File: src/rtl/div_iter.sv
// Iterative radix-2 restoring divider for MIPS DIV/DIVU in the EX stage.
// One quotient bit per cycle; stalls the pipeline while a division is in flight.
module div_iter #(
  parameter int WIDTH = 32
) (
  input  logic             clk,
  input  logic             rst,
  input  logic             div_start,
  input  logic             div_signed,
  input  logic [WIDTH-1:0] opa,
  input  logic [WIDTH-1:0] opb,
  input  logic             cancel,
  input  logic             ex_hold,
  output logic             div_stall,
  output logic             div_done,
  output logic [WIDTH-1:0] quotient,
  output logic [WIDTH-1:0] remainder,
  output logic [1:0]       state_dbg
);

  // Handshake: div_start is a level held by EX for as long as div_stall is
  // high; div_stall drops in the DONE cycle, when div_done and the results are
  // valid, so the pipeline advances exactly once past the div. cancel overrides
  // everything and returns to IDLE without producing a result.

  localparam int CW = $clog2(WIDTH + 1);

  localparam logic [1:0] S_IDLE = 2'd0;
  localparam logic [1:0] S_CALC = 2'd1;
  localparam logic [1:0] S_DONE = 2'd2;

  localparam logic [CW-1:0]    CNT_INIT = CW'(WIDTH);
  localparam logic [CW-1:0]    CNT_ONE  = CW'(1);
  localparam logic [WIDTH-1:0] ONE      = WIDTH'(1);

  logic [1:0]       state;
  logic [CW-1:0]    count;
  logic [WIDTH-1:0] rem;
  logic [WIDTH-1:0] quo;
  logic [WIDTH:0]   dvsr;
  logic [WIDTH-1:0] opa_raw;
  logic             sign_q;
  logic             sign_r;
  logic             dvz;

  logic             sa;
  logic             sb;
  logic [WIDTH-1:0] mag_a;
  logic [WIDTH:0]   mag_b;

  logic [WIDTH:0]   rem_sh;
  logic [WIDTH:0]   sub;
  logic             ge;
  logic [WIDTH-1:0] rem_nx;
  logic [WIDTH-1:0] quo_nx;
  logic [WIDTH-1:0] q_fix;
  logic [WIDTH-1:0] r_fix;

  // Operand magnitudes; the dividend magnitude of the most negative value
  // is still exact when read as unsigned.
  always_comb begin
    sa    = div_signed & opa[WIDTH-1];
    sb    = div_signed & opb[WIDTH-1];
    mag_a = sa ? (~opa + ONE) : opa;
    mag_b = {1'b0, (sb ? (~opb + ONE) : opb)};
  end

  // One restoring step. rem_sh[WIDTH] set means rem_sh already exceeds any
  // divisor; otherwise the top bit of the difference is the borrow.
  always_comb begin
    rem_sh = {rem, quo[WIDTH-1]};
    sub    = rem_sh - dvsr;
    ge     = rem_sh[WIDTH] | ~sub[WIDTH];
    rem_nx = ge ? sub[WIDTH-1:0] : rem_sh[WIDTH-1:0];
    quo_nx = {quo[WIDTH-2:0], ge};
  end

  // Sign fixup; divide by zero bypasses it and returns the raw dividend.
  always_comb begin
    q_fix = '1;
    r_fix = opa_raw;
    if (!dvz) begin
      q_fix = sign_q ? (~quo_nx + ONE) : quo_nx;
      r_fix = sign_r ? (~rem_nx + ONE) : rem_nx;
    end
  end

  always_comb begin
    div_stall = !cancel && (((state == S_IDLE) && div_start) || (state == S_CALC));
    state_dbg = state;
  end

  always_ff @(posedge clk or posedge rst) begin
    if (rst) begin
      state     <= S_IDLE;
      count     <= '0;
      rem       <= '0;
      quo       <= '0;
      dvsr      <= '0;
      opa_raw   <= '0;
      sign_q    <= 1'b0;
      sign_r    <= 1'b0;
      dvz       <= 1'b0;
      div_done  <= 1'b0;
      quotient  <= '0;
      remainder <= '0;
    end else if (cancel) begin
      state    <= S_IDLE;
      div_done <= 1'b0;
    end else begin
      case (state)
        S_IDLE: begin
          if (div_start) begin
            rem     <= '0;
            quo     <= mag_a;
            dvsr    <= mag_b;
            opa_raw <= opa;
            sign_q  <= sa ^ sb;
            sign_r  <= sa;
            dvz     <= (opb == '0);
            count   <= CNT_INIT;
            state   <= S_CALC;
          end
        end
        S_CALC: begin
          rem   <= rem_nx;
          quo   <= quo_nx;
          count <= count - CNT_ONE;
          if (count == CNT_ONE) begin
            quotient  <= q_fix;
            remainder <= r_fix;
            div_done  <= 1'b1;
            state     <= S_DONE;
          end
        end
        S_DONE: begin
          // Held instruction stays in EX; do not restart it.
          if (!ex_hold) begin
            div_done <= 1'b0;
            state    <= S_IDLE;
          end
        end
        default: begin
          div_done <= 1'b0;
          state    <= S_IDLE;
        end
      endcase
    end
  end

endmodule

File: config.mk
export PLATFORM = sky130hd
export DESIGN_NAME = div_iter
export DESIGN_NICKNAME = d
export VERILOG_FILES = /design/src/rtl/div_iter.sv
export SDC_FILE = /design/constraint.sdc
export NUM_CORES = 1
export LEC_CHECK = 0
export ABC_AREA = 1
export BUFFER_PORTS_ARGS = -buffer_cell sky130_fd_sc_hd__buf_2
export CAP_MARGIN = 20
export CORE_ASPECT_RATIO = 0.5
export CORE_MARGIN = 8
export CORE_UTILIZATION = 54
export DETAILED_ROUTE_END_ITERATION = 7
export PLACE_DENSITY = 0.81
export SYNTH_ARGS = -nofsm -noshare
export SYNTH_HDL_FRONTEND = slang
export SYNTH_SLANG_ARGS = --single-unit
File: constraint.sdc
create_clock -name clk -period 7.75 [get_ports clk]
set_clock_uncertainty 0.1 [all_clocks]
set_input_delay 0.3875 -clock clk [delete_from_list [all_inputs] [get_ports clk]]
set_output_delay 0.3875 -clock clk [all_outputs]
set_load 0.03 [all_outputs]
# Word level (Yosys, flattened, before mapping)
# Cells that the tools add are included.
# totals
ff_bits	204
elab_cells	70
inputBits	70
out_inout_bits	68
# classes
n_reduce_logical	12
eq_ne	8
n_bitwise	10
addsub	6
mux	22
# op_table
operator	count
$mux 32	9
$add 32x1->32 const B	4
$not 32->32	4
$pmux 32 s2	2
$sub 33x32->33	1
$logic_not 32->1	1
$reduce_and 3->1	5
$pmux 6 s2	1
$mux 2	4
$eq 6x1->1 const B	1
$mux 6	1
$ne 3x3->1 const B	2
$pmux 2 s3	1
$sub 6x1->6 const B	1
$ne 2x2->1 const B	2
$mux 1	3
$ne 3x2->1 const B	1
$pmux 1 s3	1
$and 1x1->1	2
$eq 2x1->1 const B	1
$eq 2x2->1 const B	1
$logic_and 1x1->1	2
$logic_not 2->1	1
$not 1->1	2
5 further kinds	5

# Depth between registers and ports, before layout
# depth
ltp_word	8
depth_mapped	29
ltp_nobuf	28

# Worst setup path before layout
# No wires, ideal clock.
# synth_path
kind	register -> register
startpoint	register rem[14]
endpoint	register quotient[28]
path_slack_ns	3.940
stages_incl_launch_ff	24
synth_period_minus_slack_ns	3.810
setup_time_ns	0.119
required_time_ns	7.531
n_path_buf	1
arrival_time_ns	3.591
path_cell_list	dfrtp_1 > ha_1 > a21oi_1 > nand2_1 > a21oi_1 > nand2_2 > nand2_4 > nand2_8 > inv_2 > buf_2 > ha_1 > nand3_1 > nor3_2 > nand3_1 > nor3_2 > nand2_1 > nor2_1 > nand2_1 > o21ai_1 > o21ai_0 > nor3_1 > nor2_1 > o22ai_1 > inv_1
# synth_between
elab_chain_len	7
# synth_rtl
element	line_no	source
start: declaration	38	logic [WIDTH-1:0] rem;
start signal: assignment	126	rem <= rem_nx;
$sub 33x32->33	72	sub = rem_sh - dvsr;
$not 1->1	73	ge = rem_sh[WIDTH] | ~sub[WIDTH];
$or 1x1->1	73	
$not 32->32	83	q_fix = sign_q ? (~quo_nx + ONE) : quo_nx;
$add 32x1->32	83	
$mux 32	83	
$mux 32	82	if (!dvz) begin
end signal: assignment	130	quotient <= q_fix;
end: declaration	16	output logic [WIDTH-1:0] quotient,
# No other way between the ends.
# A chain may end at the register's enable or synchronous reset.

# Final worst setup path
# layout_path
startpoint	register rem[18]
endpoint	register quotient[28]
# The elaborated chain is that of the path after synthesis.

==> out/metrics.csv <==
stage;metric;value;unit
setup_path;Max stage delay on crit path;450;ps
synthesis;dominant cells by area after synthesis;dfrtp_1 (36%), nand2_1 (17%), inv_1 (7.5%);
routing;starting DRC count in detailed routing;1870;
synthesis;Synth top area share;36.1;%
routing;DR WL/cell;18.1;µm
synthesis;Primary FF master, synth;dfrtp_1;
setup_path;CP max FO;45;
sta;setup TNS;0;ps
sta;RSZ-0062 raised after global routing;false;
grt;largest net degree at the start of global routing;85;
pwr;VDD IR-drop max;0.000306;V
sta;Fmax;191;MHz
floorplan;Die H;130;µm
sta;# setup viols final;0;
routing;post-DR vias/cell;5.74;
synthesis;Yosys top cell by area;dfrtp_1;
setup_path;WP data arrival;5560;ps
clock_tree;Inserted Clock Buffers;21;
floorplan;Chip Width;245;µm
clock_tree;Setup Buffers After CTS;0;
floorplan;cell row count;41;
synthesis;gate count after technology mapping;2089;
sta;hold_ws;21.6;ps
finish;filler cell count;2373;
setup_path;type of the worst setup path;flip-flop to flip-flop;
clock_tree;worst-skew pair later-pin latency;530;ps
routing;Antenna Nets Post-Route;0;
clock_tree;Clock Tree Root;clkbuf_16;
worst_hold_path;Worst Hold Class;input port to flip-flop;
place;Port Buffer Count;137;
setup_path;CP max-delay cell;a21oi_4;
synthesis;Synth cell types;52;
synthesis;syn_area_per_cell;6.76;µm²
status;status;completed;
synthesis;Mapped Nets;2198;
sta;fin crit share;67.7;%
floorplan;core footprint;25400;µm²
clock_tree;CTS tree;built;
floorplan;num ports;138;
routing;Pre-antenna DRT Iters;6;
pwr;Pleak;8.38;nW
setup_path;CP Capture Type;flip-flop;
synthesis;sequential area share after synthesis;36.1;%
synthesis;number of synthesized flops with an enable pin;0;
synthesis;synthesized area;14100;µm²
clock_tree;# H-tree levels;1;
synthesis;Yosys reg bits;204;
setup_path;most frequent CP cell;nand2_1;
sta;minimum clock period;5240;ps
clock_tree;# clock sinks;204;
flow_run;maximum capacitance violations;0;
grt;initial antenna violation count;2;
setup_path;Crit path buffers/inverters;2;
routing;Post-Route WL;46.2;mm
finish;layout net count;2303;
floorplan;Initial Util;55.5;%
place;pre-CTS setup slack;2710;ps
setup_path;critical path startpoint category;flip-flop;
routing;vias;14600;
sta;Tightest Pin Transition;992;ps
grt;first-pass GRT wire length;73.0;mm
pwr;PD cells;473;nW/µm²
sta;Slew headroom;33.8;%
sta;final worst setup slack;2510;ps
grt;vias in the first global route;13600;
setup_path;required time worst endpoint;8060;ps
grt;grt ovf;0;
floorplan;die area;31900;µm²
sta;Max Slew Vio Count;0;
clock_tree;Clk pin slew, worst setup/hold paths;70;ps
sta;Fin. Hold Viols;0;
clock_tree;clock buffer depth;3;
setup_path;CP top delay family;simple AND/OR/NAND/NOR gates;
grt;gr usage total;28.5;%
place;post-detail-place hpwl;34.1;mm
place;gpl congestion;0.965;
routing;# DRC;0;
setup_path;Critical Path, Cell by Cell;ha_1, a21oi_1, nand2_1, nand2_1, nand2_1, a21oi_4, nand2_8, inv_2, ha_1, nand3_1, nor3_2, nand3_1, nor3_2, nand2_1, nor2_1, nand2_1, o21ai_1, o21ai_0, nor3_1, nor2_1, o22ai_1, inv_1;
finish;area grow syn2layout;11.8;%
finish;layout cell share with drive strength beyond 1;11.4;%
synthesis;Synth Warn #;0;
synthesis;post-synthesis async set-or-reset flop share;100;%
==> synth_stat cells (7+ instances only) <==
| cell | n |
|---|---|
| nor2_1 | 196 |
| nor3_1 | 28 |
| nand3_1 | 131 |
| dfrtp_1 | 204 |
| a31oi_1 | 28 |
| o21ai_0 | 127 |
| o221ai_1 | 24 |
| nand2_2 | 21 |
| a21oi_1 | 62 |
| o21ai_1 | 11 |
| nor4_1 | 7 |
| buf_2 | 7 |
| nor2_2 | 12 |
| nand2_1 | 641 |
| inv_1 | 283 |
| or2_2 | 8 |
| clkbuf_1 | 52 |
| nand3b_1 | 10 |
| buf_1 | 7 |
| xor2_1 | 47 |
| o22ai_1 | 39 |
| o31ai_1 | 12 |
| o211ai_1 | 14 |
| ha_1 | 38 |
| nand4_1 | 20 |
==> layout by cell type, fill, tap and decap left out, types with 6 or more instances in the layout <==
cell / synthesis / final
nor4_1: 7 / 7
buf_2: 7 / 137
nand4_1: 20 / 20
o221ai_1: 24 / 24
o211ai_1: 14 / 14
dfrtp_1: 204 / 204
nor2_1: 196 / 194
ha_1: 38 / 38
o31ai_1: 12 / 12
nand2_1: 641 / 641
nand3b_1: 10 / 10
or2_2: 8 / 8
o21ai_0: 127 / 127
inv_1: 283 / 282
nand3_1: 131 / 130
nor3_1: 28 / 28
o21bai_1: 6 / 6
o21ai_2: 6 / 6
o21ai_1: 11 / 11
o22ai_1: 39 / 39
a21oi_1: 62 / 62
buf_4: 0 / 13
nand2_2: 21 / 21
xor2_1: 47 / 47
a31oi_1: 28 / 28
nor2_2: 12 / 13
clkbuf_16: 0 / 21
==> metrics by stage <==
stage | power (mW) | instances | utilization (%) | cell area, µm²
finish | 7.48 | 2551 | 62.1 | 15800
global route | 8.05 | 2550 | 62.1 | 15800
CTS | 7.35 | 2549 | 62.0 | 15800
detailed placement | 6.23 | 2512 | 59.2 | 15100
global placement | 6.16 | 2512 | 59.2 | 15100
floorplan | 5.07 | 2089 | - | 14100
==> power by group <==
part | internal, mW | leakage [nW] | switching, mW | total, mW
clock | 0.640 | 0.343 | 0.447 | 1.09
sequential | 1.42 | 2.58 | 0.295 | 1.72
combinational | 1.38 | 5.45 | 3.29 | 4.67
total | 3.44 | 8.38 | 4.03 | 7.48
==> final timing paths <==
| kind | from | to | slack (ps) | cells after the start |
|---|---|---|---|---|
| min in group asynchronous | rst | quotient[28] | 380 | 3 |
| max in group asynchronous | rst | dvsr[21] | 5900 | 4 |
| min | opa[19] | quo[19] | 20 | 2 |
| max reg2reg | rem[18] | quotient[28] | 2510 | 22 |
| min reg2reg | remainder[6] | remainder[6] | 380 | 2 |
| max | rem[18] | quotient[28] | 2510 | 22 |
==> metal layers <==
metal  vias up  track usage (%)  part of all wire, %
met5         -                0                0.028
met4         2             11.3                  4.0
met3       107             4.90                  9.7
met2       764             45.8                   44
met1      6800             38.4                   42
li1       6962                -                    -
==> flip-flops by register name, summed over array words and instances, names as in the netlist <==
name       flops
count          6
div_done       1
dvsr          32
dvz            1
opa_raw       32
quo           32
quotient      32
rem           32
remainder     32
sign_q         1
sign_r         1
state_dbg      2
==> kinds of logic after synthesis <==
group / after synthesis / share of synthesized area [%]
DFF: 204 / 36.1
and+or+nand+nor: 1088 / 32.5
buffers and inverters: 362 / 10.0
AOI/OAI and AO/OA: 346 / 14.7
adders and majority gates: 39 / 3.51
xor gates and xnor gates: 50 / 3.10
==> layout make-up <==
cell class | instances | area (µm²) | area share, %
multi-input cells | 1523 | 7630 | 48.3
flip-flops and latches | 204 | 5100 | 32.3
inverters | 291 | 1100 | 6.96
repair buffers | 153 | 813 | 5.15
clock buffers | 25 | 551 | 3.49
well taps | 344 | 430 | 2.73
clock inverters | 9 | 155 | 0.982
diodes | 2 | 5.00 | 0.0317
==> timing repair <==
item,in CTS,in global routing
resized for setup,0,0
hold buffers,3,0
endpoints found under the hold margin,78,0
endpoints found under the setup margin,0,0
No activity file was read; power rests on OpenSTA's default activity.
